File: config.mk
export PLATFORM = sky130hd
export DESIGN_NAME = dmem_arbiter
export DESIGN_NICKNAME = d
export VERILOG_FILES = /design/src/rtl/dmem_arbiter.sv
export SDC_FILE = /design/constraint.sdc
export NUM_CORES = 1
export LEC_CHECK = 0
export CAP_MARGIN = 20
export CELL_PAD_IN_SITES_DETAIL_PLACEMENT = 0
export CELL_PAD_IN_SITES_GLOBAL_PLACEMENT = 2
export CORE_ASPECT_RATIO = 0.7
export CORE_MARGIN = 2
export CORE_UTILIZATION = 11
export CTS_BUF_LIST = sky130_fd_sc_hd__clkbuf_4 sky130_fd_sc_hd__clkbuf_8 sky130_fd_sc_hd__clkbuf_16
export CTS_CLUSTER_DIAMETER = 120
export DETAILED_ROUTE_END_ITERATION = 16
export PLACE_DENSITY = 0.91
export SKIP_CTS_REPAIR_TIMING = 1
export SLEW_MARGIN = 20
export SYNTH_ARGS = -nofsm -noshare
export SYNTH_HDL_FRONTEND = slang
export SYNTH_SLANG_ARGS = --single-unit
File: constraint.sdc
create_clock -name clk -period 3.62 [get_ports clk]
set_clock_uncertainty 0.05 [all_clocks]
set_input_delay 0.724 -clock clk [delete_from_list [all_inputs] [get_ports clk]]
set_output_delay 0.724 -clock clk [all_outputs]
set_load 0.03 [all_outputs]
File: src/rtl/dmem_arbiter.sv
// Round-robin arbiter sharing the single-port dmem between the processor (port 0)
// and a secondary master (port 1), with optional locked bursts and 1-cycle read return.
module dmem_arbiter #(
  parameter int ADDR_W    = 13,
  parameter int DATA_W    = 16,
  parameter int MAX_BURST = 4
) (
  input  logic              clk,
  input  logic              rst,
  input  logic [1:0]        req_i,
  input  logic [1:0]        lock_i,
  input  logic [1:0]        we_i,
  input  logic [ADDR_W-1:0] addr0_i,
  input  logic [ADDR_W-1:0] addr1_i,
  input  logic [DATA_W-1:0] wdata0_i,
  input  logic [DATA_W-1:0] wdata1_i,
  output logic [1:0]        gnt_o,
  output logic [1:0]        rvalid_o,
  output logic [DATA_W-1:0] rdata_o,
  output logic              mem_we_o,
  output logic [ADDR_W-1:0] mem_addr_o,
  output logic [DATA_W-1:0] mem_wdata_o,
  input  logic [DATA_W-1:0] mem_rdata_i
);

  localparam logic [1:0] ST_IDLE = 2'd0;
  localparam logic [1:0] ST_OWN0 = 2'd1;
  localparam logic [1:0] ST_OWN1 = 2'd2;

  localparam int CNT_W = (MAX_BURST > 1) ? $clog2(MAX_BURST) : 1;
  localparam logic [CNT_W-1:0] LAST_CNT = CNT_W'(MAX_BURST - 1);
  localparam bit BURST_EN = (MAX_BURST > 1);

  logic [1:0]       state_q, state_d;
  logic             last_q, last_d;
  logic [CNT_W-1:0] cnt_q, cnt_d;
  logic [1:0]       rvalid_q, rvalid_d;

  logic [1:0] gnt;
  logic       owner_hit;
  logic       owner_idx;
  logic       any_gnt;
  logic       win_idx;
  logic       win_lock;
  logic       win_we;

  // The locked owner keeps the port only while it still requests; otherwise
  // fall straight back to round-robin in the same cycle.
  always_comb begin
    owner_idx = (state_q == ST_OWN1);
    owner_hit = ((state_q == ST_OWN0) && req_i[0]) || ((state_q == ST_OWN1) && req_i[1]);
    gnt       = 2'b00;
    if (!rst) begin
      if (owner_hit) begin
        gnt = owner_idx ? 2'b10 : 2'b01;
      end else if (req_i == 2'b11) begin
        gnt = last_q ? 2'b01 : 2'b10;
      end else begin
        gnt = req_i;
      end
    end
    any_gnt  = |gnt;
    win_idx  = gnt[1];
    win_lock = win_idx ? lock_i[1] : lock_i[0];
    win_we   = win_idx ? we_i[1] : we_i[0];
  end

  always_comb begin
    state_d  = state_q;
    cnt_d    = cnt_q;
    last_d   = last_q;
    rvalid_d = gnt & ~we_i;
    if (any_gnt) begin
      last_d = win_idx;
    end
    case (state_q)
      ST_IDLE: begin
        if (any_gnt && win_lock && BURST_EN) begin
          state_d = win_idx ? ST_OWN1 : ST_OWN0;
          cnt_d   = CNT_W'(1);
        end
      end
      ST_OWN0, ST_OWN1: begin
        if (owner_hit && win_lock && (cnt_q < LAST_CNT)) begin
          cnt_d = cnt_q + 1'b1;
        end else begin
          state_d = ST_IDLE;
          cnt_d   = '0;
        end
      end
      default: begin
        state_d = ST_IDLE;
        cnt_d   = '0;
      end
    endcase
  end

  always_ff @(posedge clk) begin
    if (rst) begin
      state_q  <= ST_IDLE;
      last_q   <= 1'b1;
      cnt_q    <= '0;
      rvalid_q <= 2'b00;
    end else begin
      state_q  <= state_d;
      last_q   <= last_d;
      cnt_q    <= cnt_d;
      rvalid_q <= rvalid_d;
    end
  end

  assign gnt_o       = gnt;
  assign mem_we_o    = any_gnt & win_we;
  assign mem_addr_o  = !any_gnt ? '0 : (win_idx ? addr1_i : addr0_i);
  assign mem_wdata_o = !any_gnt ? '0 : (win_idx ? wdata1_i : wdata0_i);
  assign rdata_o     = mem_rdata_i;

  // A return still in flight when reset hits is dropped, not delivered late.
  genvar gi;
  generate
    for (gi = 0; gi < 2; gi++) begin : g_rvalid
      assign rvalid_o[gi] = rvalid_q[gi] & ~rst;
    end
  endgenerate

endmodule

-- Yosys cells after proc, flatten, opt, wreduce, memory -nomap -nowiden
Index checks and enable logic that the tools add are counted.
- mux-type cells: 18
- bitwise logic cells: 6
- reduce and logical (&&, ||, !) cells: 10
- equal/unequal tests: 5
- add/subtract/negate cells: 1
- order comparisons: 1
- operators by type and width (operator ; count):
    2-to-1 mux 16 bit ; 2
    2-to-1 mux 13 bit ; 2
    2-to-1 mux 2 bit ; 10
    one-hot mux 2 bit (2 select lines) ; 2
    logical AND 1 bit ; 5
    == test 2 bit (second input constant) ; 2
    inequality test 2 bit (second input constant) ; 2
    OR reduction 2 bit ; 2
    AND 1 bit ; 3
    adder 2 x 1 -> 2 bit (second input constant) ; 1
    AND 2 bit ; 1
    == test 2 x 1 -> 1 bit (second input constant) ; 1
    zero test 2 bit ; 1
    < comparator 2 bit (second input constant) ; 1
    2-to-1 mux 1 bit ; 2
    inverter 2 bit ; 1
    AND reduction 2 bit ; 1
    logical OR 1 bit ; 1
    inverter 1 bit ; 1
- bits in registers: 7
- word-level logic and storage cells: 45
- input bits: 82
- output and inout bits: 50

-- Depth between registers and ports, before layout
Gate-level depths: netlist (run 1).
- word-level depth: 10
- mapped depth: 7
- gate-level depth less buffers: 7

-- Worst setup path after synthesis (run 1)
Ideal clock, no wire load.
- kind: input port to output port
- start: in rst
- end: out mem_wdata_o[2]
- data arrival time: 1873 ps
- required time: 2846 ps
- path slack: 973 ps
- stages: 5
- cell sequence: buf_2 -> nand2b_1 -> a21oi_4 -> buf_2 -> a22o_1
- word-level cells in the longest chain between the ends: 3
- RTL lines (item ; line ; source):
    start, declared ; 9 ; input logic rst,
    2-to-1 mux 2 bit ; 53 ; if (!rst) begin
    via gnt_o[0] ; 17 ; output logic [1:0] gnt_o,
    OR reduction 2 bit ; 62 ; any_gnt = |gnt;
    2-to-1 mux 16 bit ; 115 ; assign mem_wdata_o = !any_gnt ? '0 : (win_idx ? wdata1_i : wdata0_i);
    end, declared ; 22 ; output logic [DATA_W-1:0] mem_wdata_o,
The timed path passes the listed nets, and every way through them passes these cells.

-- Worst setup path in the final report (run 1)
- start: in req_i[0]
- end: out mem_addr_o[10]
- word-level cells in the longest chain between the ends: 6
- RTL lines (item ; line ; source):
    start, declared ; 10 ; input logic [1:0] req_i,
    == test 2 bit / logical AND 1 bit (equally long branches) ; 56, 51 ;
    2-to-1 mux 2 bit / logical OR 1 bit (equally long branches) ; 56, 51 ;
    2-to-1 mux 2 bit * ; 54 ; if (owner_hit) begin
    2-to-1 mux 2 bit * ; 53 ;
    2-to-1 mux 13 bit / OR reduction 2 bit (equally long branches) ; 114, 62 ;
    2-to-1 mux 13 bit * ; 114 ; assign mem_addr_o = !any_gnt ? '0 : (win_idx ? addr1_i : addr0_i);
    end, declared ; 21 ; output logic [ADDR_W-1:0] mem_addr_o,
Mark *: on every way between the ends. The rest lies on a longest branch, timed or not.

==> metrics.txt, run 1 <==
Final period util 0.878; number of violations reported at the end of detailed-routing iteration 0 66; min setup slack post-route 0.443 ns; number of remaining DRC errors 0; starting utilization of the core area 0.115; Sw Pwr 0.170 mW; final RePlAce weighted congestion 0.763; sequential-to-total area share from yosys stat 0.152; Core Region 8010 sq um; count of max-cap constraint violations 0; first-pass iteration count of the detailed router 4; relative max-transition margin 0.731; number of placement rows 27; minimum setup slack among reg-to-reg paths 1.57 ns; sort of element at the end of the critical path primary output; die area 9160 sq um; overall die width ~110 um; Crit Path Max Fanout 30; cells on worst reg2reg path 8; combinational share of power 0.486; count of buffers inserted at the top-level ports 99; CTS clock-pin slew for the worst setup and hold paths 0.03 ns; ant diodes 0; Final #Nets 280; static leakage 0.799 nW; cell depth of the worst min-delay path 1; reg-to-reg critical path startpoint state_q[1]; path category of the worst min-delay check reg2reg; total via count in the routed design between 1,000 and 1,500; TritonCTS buffer count 3; cell area power density around 280 nW/um^2; critical path start-end classification in2out; DR WL/cell between 10 and 15 um; hold path endpoint cnt_q[1]; count of mapped cells out of synthesis 109; Max Transition Viols Final 0; internal power around 0.37 mW; distinct cell type count of the synthesized netlist 32; highest clock rate approximately 310 MHz; Synth Warn # 0; post-synthesis register bit count 7; setup repair after global routing missed its margin false; terminus of the critical flop-to-flop path cnt_q[1]; number of antenna violations at the first check in global routing 0; Setup crit start kind input port; Clock power frac 0.356; Worst EP required 2.85 ns; count of final setup violators 0; final-layout worst hold slack 0.438 ns; antenna-violating nets left 0; hold path startpoint cnt_q[1]; outcome finished clean; syn_area_per_cell 8.47 sq um; Via density 3.96; height of the chip 80.7 um; number of top-level design ports 132; Clock Tree Root sky130_fd_sc_hd__clkbuf_16; Final Hold Fails 0; GRT Resource Usage Total 0.0696; global route total overflow 0; Worst Tran Pin Value 0.402 ns; Mapped Nets 196; hpwl dp around 3 mm; number of sinks on the clock net 7; Syn-to-layout area delta 107%; CTS tree built; critical path data arrival time 2.40 ns; post-synthesis instance area 923 sq um; first-pass GRT wire length 4.96 mm; total detailed-routing wirelength 3.51 mm; via count of the first global-routing pass 1,104; part of the total power dissipated in sequential elements 0.158; Sw Ratio 0.312; CTS HTree Levels 1; minimum clock period after layout 3.18 ns; IR Drop Worst-Case VDD 0.136 mV; number of buffers on the longest clock path 2; pre-CTS WS 0.437 ns; latest clock arrival within the worst-skew pair 0.23 ns; largest net degree at the start of global routing 31; summed negative setup slack over all endpoints 0 ns; share of final-layout standard cells stronger than drive strength 1 0.224
layer usage:
| layer | GRT usage | wire length (um) | part of all wire |
|---|---|---|---|
| met4 | 0.0159 | 19 | 0.0054 |
| met2 | 0.123 | 1660 | 0.47 |
| met3 | 0.0460 | 511 | 0.15 |
| met1 | 0.0682 | 1320 | 0.38 |
| met5 | 0 | 0 | 0 |
layout make-up:
type | count | area, sq um
multi-input combinational | 75 | 606
sequential | 7 | 140
fill | 863 | 6090
clock buffer | 4 | 82.6
inverter | 4 | 15.0
timing repair buffer | 102 | 946
tap | 101 | 126
critical path, cell delays in order:
cell and delay, ns:
sky130_fd_sc_hd__clkdlybuf4s50_1 0.60, sky130_fd_sc_hd__a21oi_1 0.17, sky130_fd_sc_hd__a211oi_4 0.35, sky130_fd_sc_hd__buf_12 0.23, sky130_fd_sc_hd__a22o_1 0.17, sky130_fd_sc_hd__buf_4 0.16
through the flow:
stage	area, sq um	total power [mW]	util	cells
finish	1920	0.544	0.239	293
global route	1920	0.576	0.239	293
CTS	1920	0.553	0.239	293
detailed placement	1830	0.354	0.229	289
global placement	1830	0.353	0.229	289
floorplan	923	0.256	-	109
worst max-delay path by stage:
stage                                  to      from  cells past startpoint  slack, ns
after floorplan            mem_wdata_o[2]       rst                      5       0.97
after global placement    mem_wdata_o[12]       rst                      6       0.44
after detailed placement         mem_we_o  req_i[0]                      6       0.44
after CTS                        mem_we_o  req_i[0]                      6       0.44
after global routing        mem_addr_o[8]  req_i[0]                      6       0.31
final                      mem_addr_o[10]  req_i[0]                      6       0.44
cell usage after synthesis, drive strengths merged:
library cell | number | share of area
a22o | 32 | 0.30
buf | 23 | 0.18
dfxtp | 7 | 0.15
ha | 5 | 0.068
inv | 4 | 0.016
nor2 | 4 | 0.016
o21ai | 4 | 0.022
a21oi | 3 | 0.028
nand2 | 3 | 0.012
nor2b | 3 | 0.020
nand2b | 2 | 0.014
o22ai | 2 | 0.014
a211oi | 1 | 0.022
a21o | 1 | 0.0081
a22oi | 1 | 0.0081
and2 | 1 | 0.0068
and3b | 1 | 0.0095
mux2 | 1 | 0.012
nand3 | 1 | 0.011
nand3b | 1 | 0.0081
nand4 | 1 | 0.0068
nor3 | 1 | 0.0054
o211ai | 1 | 0.0081
o21a | 1 | 0.0081
o21bai | 1 | 0.0081
o2bb2ai | 1 | 0.0095
o311a | 1 | 0.011
o32ai | 1 | 0.0095
or2 | 1 | 0.0068
power groups by stage:
stage	combinational [mW]	clock, mW	sequential [mW]
after floorplan	0.169	0	0.0862
after global placement	0.266	0	0.0870
after detailed placement	0.267	0	0.0872
after CTS	0.267	0.200	0.0860
after global routing	0.282	0.207	0.0868
final	0.264	0.194	0.0861
kinds of logic (layout without fill, tap and decap cells):
group | count (synthesis) | count (layout) | synth area share
mux | 1 | 1 | 0.0122
simple gates | 19 | 19 | 0.117
compound gates | 50 | 50 | 0.459
buf+inv | 27 | 110 | 0.192
flops | 7 | 7 | 0.152
fa+ha+maj | 5 | 5 | 0.0678
layout by cell type, fill, tap and decap left out, types with 2 or more instances in the layout:
| cell type | n |
|---|---|
| sky130_fd_sc_hd__nand2_1 | 3 |
| sky130_fd_sc_hd__clkbuf_16 | 3 |
| sky130_fd_sc_hd__nand2b_1 | 2 |
| sky130_fd_sc_hd__nor2b_1 | 3 |
| sky130_fd_sc_hd__buf_4 | 34 |
| sky130_fd_sc_hd__o21ai_0 | 2 |
| sky130_fd_sc_hd__ha_1 | 5 |
| sky130_fd_sc_hd__dfxtp_1 | 7 |
| sky130_fd_sc_hd__nor2_1 | 4 |
| sky130_fd_sc_hd__o21ai_1 | 2 |
| sky130_fd_sc_hd__o22ai_1 | 2 |
| sky130_fd_sc_hd__inv_1 | 4 |
| sky130_fd_sc_hd__a22o_1 | 32 |
| sky130_fd_sc_hd__a21oi_1 | 2 |
| sky130_fd_sc_hd__clkdlybuf4s50_1 | 67 |
registers in the layout, indices dropped and copies added, names as in the netlist:
register  cells
cnt_q         2
last_q        1
rvalid_q      2
state_q       2
(Power assumes the default switching activity.)
==> inputs of run 2 (changes only) <==
REMOVE_ABC_BUFFERS = 1   (was default)
==> run 2 against run 1 <==
  * Fmax down 2.4%
  * Hold slack worse by 0.0032 ns
  * Flip-flop and latch count unchanged
  * Critical endpoint is now mem_we_o
  * Sequential share of layout area about the same
  * Largest power group unchanged
  * Final area up 0.26%
==> metrics.txt, run 2 (synthesis gave the netlist of run 1 again) <==
outcome finished clean; number of sinks on the clock net 7; antenna-violating nets left 0; post-placement cell area 1840 sq um; number of standard cells in the final layout excluding fillers about 300; CTS tree built; first-pass iteration count of the detailed router 3; Worst EP required 2.85 ns; IR Drop Worst-Case VDD 0.0989 mV; static leakage between 0.7 and 0.8 nW; Core Region 8010 sq um; first-pass GRT wire length 5.24 mm; minimum clock period after layout 3.26 ns; total via count in the routed design 1,196; most common library cell in the layout ignoring fill and taps sky130_fd_sc_hd__clkdlybuf4s50_1; Final Hold Fails 0; count of final setup violators 0; CTS clock-pin slew for the worst setup and hold paths 0.04 ns; DR WL/cell 13.1 um; Final period util 0.899; ant diodes 0; number of buffers on the longest clock path 2; Setup crit start kind input port; number of violations reported at the end of detailed-routing iteration 0 29; overall power after layout approximately 0.55 mW; number of antenna violations at the first check in global routing 0; Finished Core Util 0.240; die area roughly 9200 sq um; number of top-level design ports approximately 130; cell area after layout a little under 2000 sq um; TritonCTS buffer count 3; largest net degree at the start of global routing 35; number of buffers and inverters on the critical path 3; cell area power density 285 nW/um^2; final RePlAce weighted congestion 0.731; summed negative setup slack over all endpoints 0 ns; hpwl dp 3.17 mm; Worst Tran Pin Value about 0.42 ns; slowest stage cell, crit path sky130_fd_sc_hd__clkdlybuf4s50_1; height of the chip 80.7 um; path category of the worst min-delay check reg2reg; overall die width 114 um; worst path cell trace clkdlybuf4s50_1 > a21oi_1 > a211oi_4 > buf_4 > a22o_1 > buf_12; critical path start-end classification in2out; share of final-layout standard cells stronger than drive strength 1 0.220; count of buffers inserted at the top-level ports 99; Crit Path Max Fanout 33; Clock Tree Root sky130_fd_sc_hd__clkbuf_16; most frequent cells in the layout sky130_fd_sc_hd__clkdlybuf4s50_1 (67), sky130_fd_sc_hd__a22o_1 (32), sky130_fd_sc_hd__buf_4 (32); setup repair after global routing missed its margin false; sort of element at the end of the critical path primary output; critical path data arrival time 2.48 ns; total detailed-routing wirelength 3.83 mm; via count of the first global-routing pass about 1,100; relative max-transition margin 0.719; highest clock rate just over 300 MHz; Syn-to-layout area delta 108%; number of remaining DRC errors 0; global route total overflow 0; Largest regs cnt_q x2, rvalid_q x2, state_q x2; instance count after placement with tap cells included 288; Crit path max-delay family buffers and inverters; Final #Nets between 200 and 300; Largest stage delay, worst path 0.60 ns; Via density 4.10; number of placement rows 27; latest clock arrival within the worst-skew pair 0.23 ns; Max Transition Viols Final 0; GRT Resource Usage Total 0.0733; count of max-cap constraint violations 0; starting utilization of the core area 0.115; CTS HTree Levels 1
[run 2: power breakdown]
part           leakage (nW)  total [mW]  internal, mW  switching [mW]
Combinational         0.698       0.266         0.139           0.127
Sequential           0.0573      0.0861        0.0825         0.00360
Clock                0.0416       0.196         0.154          0.0422
Total                 0.797       0.548         0.375           0.173
[run 2: final timing paths]
kind / from / to / slack (ns) / cells after the start
worst max-delay path: req_i[0] / mem_we_o / 0.36 / 6
worst min-delay path: cnt_q[1] / cnt_q[1] / 0.43 / 1
worst max register to register: state_q[1] / state_q[1] / 1.55 / 8
worst min register to register: cnt_q[1] / cnt_q[1] / 0.43 / 1
[run 2: final cells by class]
type / count / area, sq um
fill: 839 / 6090
timing repair buffer: 101 / 951
multi-input combinational: 75 / 606
sequential: 7 / 140
tap: 101 / 126
clock buffer: 4 / 82.6
inverter: 4 / 15.0
[run 2: stage by stage]
stage	hold slack, ns	setup WS [ns]
detailed placement	0.422	0.377
global route	0.449	0.259
global placement	0.421	0.415
floorplan	0.403	0.556
finish	0.434	0.365
CTS	0.436	0.370
[run 2: layer usage]
metal  GRT usage  routed length [um]
met1      0.0723                1430
met2       0.128                1760
met3      0.0566                 626
met4     0.00732                  12
met5           0                   0
==> inputs of run 3 (changes only) <==
--- a/config.mk
+++ b/config.mk
@@ -16,4 +16,5 @@
 export DETAILED_ROUTE_END_ITERATION = 16
 export PLACE_DENSITY = 0.91
+export RECOVER_POWER = 100
 export REMOVE_ABC_BUFFERS = 1
 export SKIP_CTS_REPAIR_TIMING = 1
==> constraint.sdc (replaced) <==
create_clock -name clk -period 3.62 [get_ports clk]
set_clock_uncertainty 0.05 [all_clocks]
set_input_delay 0.362 -clock clk [delete_from_list [all_inputs] [get_ports clk]]
set_output_delay 0.362 -clock clk [all_outputs]
set_load 0.03 [all_outputs]
==> run 3 against run 2 <==
  * Final cell count did not move
  * Combinational power shrank 3%
  * Setup slack improved by 0.089 ns
  * Global-route usage up 0.66 points
  * Utilization increased by 0.55 points
  * First-iteration DRC count rose by 90%
  * Count of clock-buffer cells in the layout stayed put
  * Total power is 1.7% lower
  * Non-clock buffer count unchanged
  * Sequential share of layout area down 0.16 points
  * Sequential power barely moved
  * Critical path type unchanged
==> metrics.txt, run 3 (synthesis gave the netlist of run 1 again) <==
Final period util 0.875; final-layout worst hold slack 0.446 ns; critical path start-end classification in2out; most frequent cell on the critical path sky130_fd_sc_hd__dlygate4sd3_1; pre-CTS WS 0.588 ns; Sw Pwr 0.168 mW; most common library cell in the layout ignoring fill and taps sky130_fd_sc_hd__clkdlybuf4s50_1; minimum clock period after layout 3.17 ns; path category of the worst min-delay check reg2reg; sort of element at the end of the critical path primary output; number of placement rows 27; TritonCTS buffer count 3; static leakage 0.816 nW; combinational share of power 0.481; Sw Ratio 0.313; Max Transition Viols Final 0; Final #Nets 279; fill count 849; number of buffers on the longest clock path 2; number of top-level design ports 132; relative max-transition margin 0.722; worst path cell trace dlygate4sd3_1 > a21oi_1 > a211oi_4 > buf_4 > a22o_1 > dlygate4sd3_1; share of final-layout standard cells stronger than drive strength 1 0.0471; setup repair after global routing missed its margin false; Largest stage delay, worst path about 0.74 ns; overall die width 114 um; starting utilization of the core area 0.115; Clock power frac 0.359; first-pass iteration count of the detailed router 4; Core Region 8010 sq um; slowest stage cell, crit path sky130_fd_sc_hd__dlygate4sd3_1; total detailed-routing wirelength approximately 4.0 mm; summed negative setup slack over all endpoints 0 ns; most frequent cells in the layout sky130_fd_sc_hd__clkdlybuf4s50_1 (63), sky130_fd_sc_hd__dlygate4sd3_1 (35), sky130_fd_sc_hd__a22o_1 (32); number of sinks on the clock net 7; DR WL/cell about 14 um; final RePlAce weighted congestion between 0.7 and 0.8; part of the total power dissipated in sequential elements 0.160; Setup crit start kind input port; Via density between 4 and 5; antenna-violating nets left 0; IR Drop Worst-Case VDD ~0.15 mV; number of remaining DRC errors 0; number of antenna violations at the first check in global routing 0; Worst Tran Pin Value 0.418 ns; number of violations reported at the end of detailed-routing iteration 0 55; latest clock arrival within the worst-skew pair about 0.23 ns; outcome finished clean; min setup slack post-route around 0.45 ns; via count of the first global-routing pass 1,149; Clock Tree Root sky130_fd_sc_hd__clkbuf_16; height of the chip between 80 and 90 um; GRT Resource Usage Total 0.0799; global route total overflow 0; number of standard cells in the final layout excluding fillers 292; count of max-cap constraint violations 0; first-pass GRT wire length 5.78 mm; Syn-to-layout area delta 113%; total via count in the routed design 1,208; count of final setup violators 0; critical path data arrival time between 2 and 3 ns; cell area power density between 200 and 300 nW/um^2; CTS HTree Levels 1; Worst EP required between 3 and 4 ns; CTS clock-pin slew for the worst setup and hold paths 0.04 ns; largest net degree at the start of global routing 35; Final Hold Fails 0; hpwl dp 3.26 mm; Largest regs cnt_q x2, rvalid_q x2, state_q x2; ant diodes 0; count of buffers inserted at the top-level ports 99; Crit Path Max Fanout 33; CTS tree built; instance count after placement with tap cells included 288; internal power 0.370 mW; highest clock rate 316 MHz; die area 9160 sq um
## run 3: cell types whose count changed in the layout (fill, tap and decap cells not counted), moves of 2 or more
cell and change:
sky130_fd_sc_hd__buf_4 -30, sky130_fd_sc_hd__buf_12 -2, sky130_fd_sc_hd__dlygate4sd3_1 +35, sky130_fd_sc_hd__clkdlybuf4s50_1 -4
## run 3: per-stage QoR
stage | area [sq um] | utilization | power (mW)
3_3_place_gp | 1900 | 0.238 | 0.362
6_report | 1960 | 0.245 | 0.539
5_1_grt | 1960 | 0.245 | 0.570
2_1_floorplan | 761 | - | 0.216
3_5_place_dp | 1900 | 0.238 | 0.363
4_1_cts | 1990 | 0.248 | 0.563
## run 3: power groups by stage
stage | Sequential [mW] | Clock [mW] | Combinational, mW
after global routing | 0.0871 | 0.207 | 0.277
after floorplan | 0.0862 | 0 | 0.130
after global placement | 0.0870 | 0 | 0.275
final | 0.0860 | 0.193 | 0.259
after detailed placement | 0.0873 | 0 | 0.276
after CTS | 0.0860 | 0.200 | 0.277
## run 3: per-layer routing
layer	part of all wire	vias to the layer above	track usage	wire length [um]
li1	-	567	-	-
met1	0.41	542	0.0924	1630
met2	0.44	97	0.129	1770
met3	0.14	2	0.0491	568
met4	0.0015	0	0.0110	6
met5	0	-	0	0
## run 3: worst paths after layout
check | start | to | slack [ns] | cells after the start
setup / recovery | req_i[0] | mem_addr_o[6] | 0.45 | 6
hold / removal | cnt_q[1] | cnt_q[1] | 0.45 | 1
setup reg to reg | state_q[1] | state_q[0] | 1.38 | 8
hold reg to reg | cnt_q[1] | cnt_q[1] | 0.45 | 1
## run 3: worst max-delay path, delay by kind of cell
family	cells	cell delay (ns)
buffers and inverters	3	1.78
AO/OA/AOI/OAI	3	0.60
## run 3: cell type report
class	instances	area, sq um	share of cell area
Tap cell	101	126	0.0643
Sequential cell	7	140	0.0713
Inverter	4	15.0	0.00764
Clock buffer	4	82.6	0.0420
Multi-Input combinational cell	75	601	0.306
Timing Repair Buffer	101	1000	0.509
==> RTL edit, RTL diff (flow settings as in run 1) <==
The parameter `ADDR_W` goes from 13 to 14.
--- a/src/rtl/dmem_arbiter.sv
+++ b/src/rtl/dmem_arbiter.sv
@@ -3,3 +3,3 @@
 module dmem_arbiter #(
-  parameter int ADDR_W    = 13,
+  parameter int ADDR_W    = 14,
   parameter int DATA_W    = 16,
Interface: changed (resized addr0_i, addr1_i and mem_addr_o); port bits go from 132 to 135. No check against the original RTL was run, so the function may have changed too.
==> RTL edit against run 1 <==
Sequential cell count unchanged; critical path depth unchanged; first-iteration DRC count down 76%; final area up 5.2%; utilization down 0.067 points; sequential power about the same; register-to-register slack better by 40 ps; setup slack worse by 43 ps; synthesized area up 3.4%; routed wire length up 1.7%; total power up 3.6%; final cell count up 7.8%; largest cell class unchanged.
==> RTL edit: results (changes against run 1) <==
| Metric | Value |
|---|---|
| Final HPWL DP | `2.91 mm (-1.2%)` |
| Clk root buf | `clkbuf_16` |
| Data arrival, critical path | `2450 ps (+50 ps)` |
| Worst slack at placement | `383 ps (-54.2 ps)` |
| Worst R2R End | `cnt_q[0]$_SDFFE_PP0P_` |
| # fillers | `914 (+5.9%)` |
| Wire per inst | `11.3 um (-5.7%)` |
| Initial antenna violation count | `0 (unchanged)` |
| CP endpoint | `mem_wdata_o[2]` |
| Worst VDD drop | `118 uV (-13%)` |
| Slowest CP cell | `clkdlybuf4s50_1` |
| Synth async-reset ratio | `0% (unchanged)` |
| Cell family with most CP delay | `buffers and inverters` |
| Area after DPL | `0.00193 mm2 (+5.4%)` |
| Syn. warnings | `0 (unchanged)` |
| Clock Latency Late Sink | `230 ps (about the same)` |
| Synth top area cells | `a22o_1 (30%), dfxtp_1 (15%), buf_4 (13%)` |
| Worst hold stages | `1 (unchanged)` |
| First-pass GRT wire length | `4.97 mm (+0.14%)` |
| Worst Path Max Fanout | `26 (-13%)` |
| Worst Tran Pin Value | `411 ps (+8.50 ps)` |
| Post-synthesis sequential area ratio | `14.7% (-0.50 points)` |
| Yosys cell types | `35 (+9.4%)` |
| Pint | `384 uW (+2.7%)` |
| Synth top cells by count | `a22o_1 (33), buf_4 (16), dfxtp_1 (7), ha_1 (5)` |
| Largest regs | `cnt_q (2), rvalid_q (2), state_q (2)` |
| Setup ws final | `400 ps (-43.4 ps)` |
| Worst R2R Start | `state_q[1]$_SDFFE_PP0P_` |
| Final hold slack | `444 ps (+6.02 ps)` |
| Vias in the first global route | `1098 (-0.54%)` |
| Adder-cell area share of the yosys netlist | `6.55% (-0.22 points)` |
| Clk buf depth | `2 (unchanged)` |
| Hold path startpoint | `cnt_q[0]$_SDFFE_PP0P_` |
| R2r setup slk | `1610 ps (+40 ps)` |
| Status | `completed` |
| Share of cells above drive strength 1 | `24.0% (+1.6 points)` |
| Placed cells | `312 (+8.0%)` |
| Xor and xnor area share after synthesis | `0% (unchanged)` |
| All-Layer GR Usage | `6.82% (-0.14 points)` |
| Nets | `286 (+2.1%)` |
| CP startpoint | `req_i[0]` |
| Area fraction in compound gates after synthesis | `46.0% (+0.068 points)` |
| Routed vias/inst | `3.77 (-4.9%)` |
| CTS buffer count | `3 (unchanged)` |
| Mapped Avg Cell Area | `8.68 um2 (+2.4%)` |
| Port bufs | `102 (+3.0%)` |
| Hold worst-path end | `cnt_q[0]$_SDFFE_PP0P_` |
| H-tree Lvls | `1 (unchanged)` |
| Proportion of synthesized area in mux cells | `1.18% (-0.040 points)` |
| Critical Path Max Stage Delay | `between 600 and 700 ps` |
| Syn_nets | `199 (+1.5%)` |
| Ant diodes | `0 (unchanged)` |
| Dominant synthesized flop cell | `dfxtp_1` |
| Largest net degree at the start of global routing | `34 (+9.7%)` |
| RD Place Congestion | `0.766 (+0.35%)` |
| Drt first-iter violations | `16 (-76%)` |
| P_leak | `0.000828 uW (+3.7%)` |
| Finished Layout Cells | `316 (+7.8%)` |
[RTL edit: power groups by stage]
| stage | Clock, uW | Combinational (uW) | Sequential (uW) |
|---|---|---|---|
| 5_1_grt | 208 | 300 | 86.9 |
| 2_1_floorplan | 0 | 177 | 86.4 |
| 3_5_place_dp | 0 | 281 | 87.2 |
| 6_report | 198 | 279 | 86.1 |
| 3_3_place_gp | 0 | 280 | 87.0 |
| 4_1_cts | 202 | 282 | 86.1 |
[RTL edit: area by class of cell]
cell class / count / area (um2) / share of cell area (%)
Tap cell: 120 / 150 / 7.45
Clock buffer: 4 / 82.6 / 4.10
Timing Repair Buffer: 105 / 998 / 49.6
Inverter: 4 / 15.0 / 0.745
Sequential cell: 7 / 140 / 6.96
Multi-Input combinational cell: 76 / 628 / 31.2
[RTL edit: per-layer routing]
layer	vias to the layer above	global-route usage, %	wire length (um)
met4	0	2.41	45
met5	-	0	0
met1	542	7.34	1390
li1	578	-	-
met3	7	3.10	348
met2	63	11.9	1790
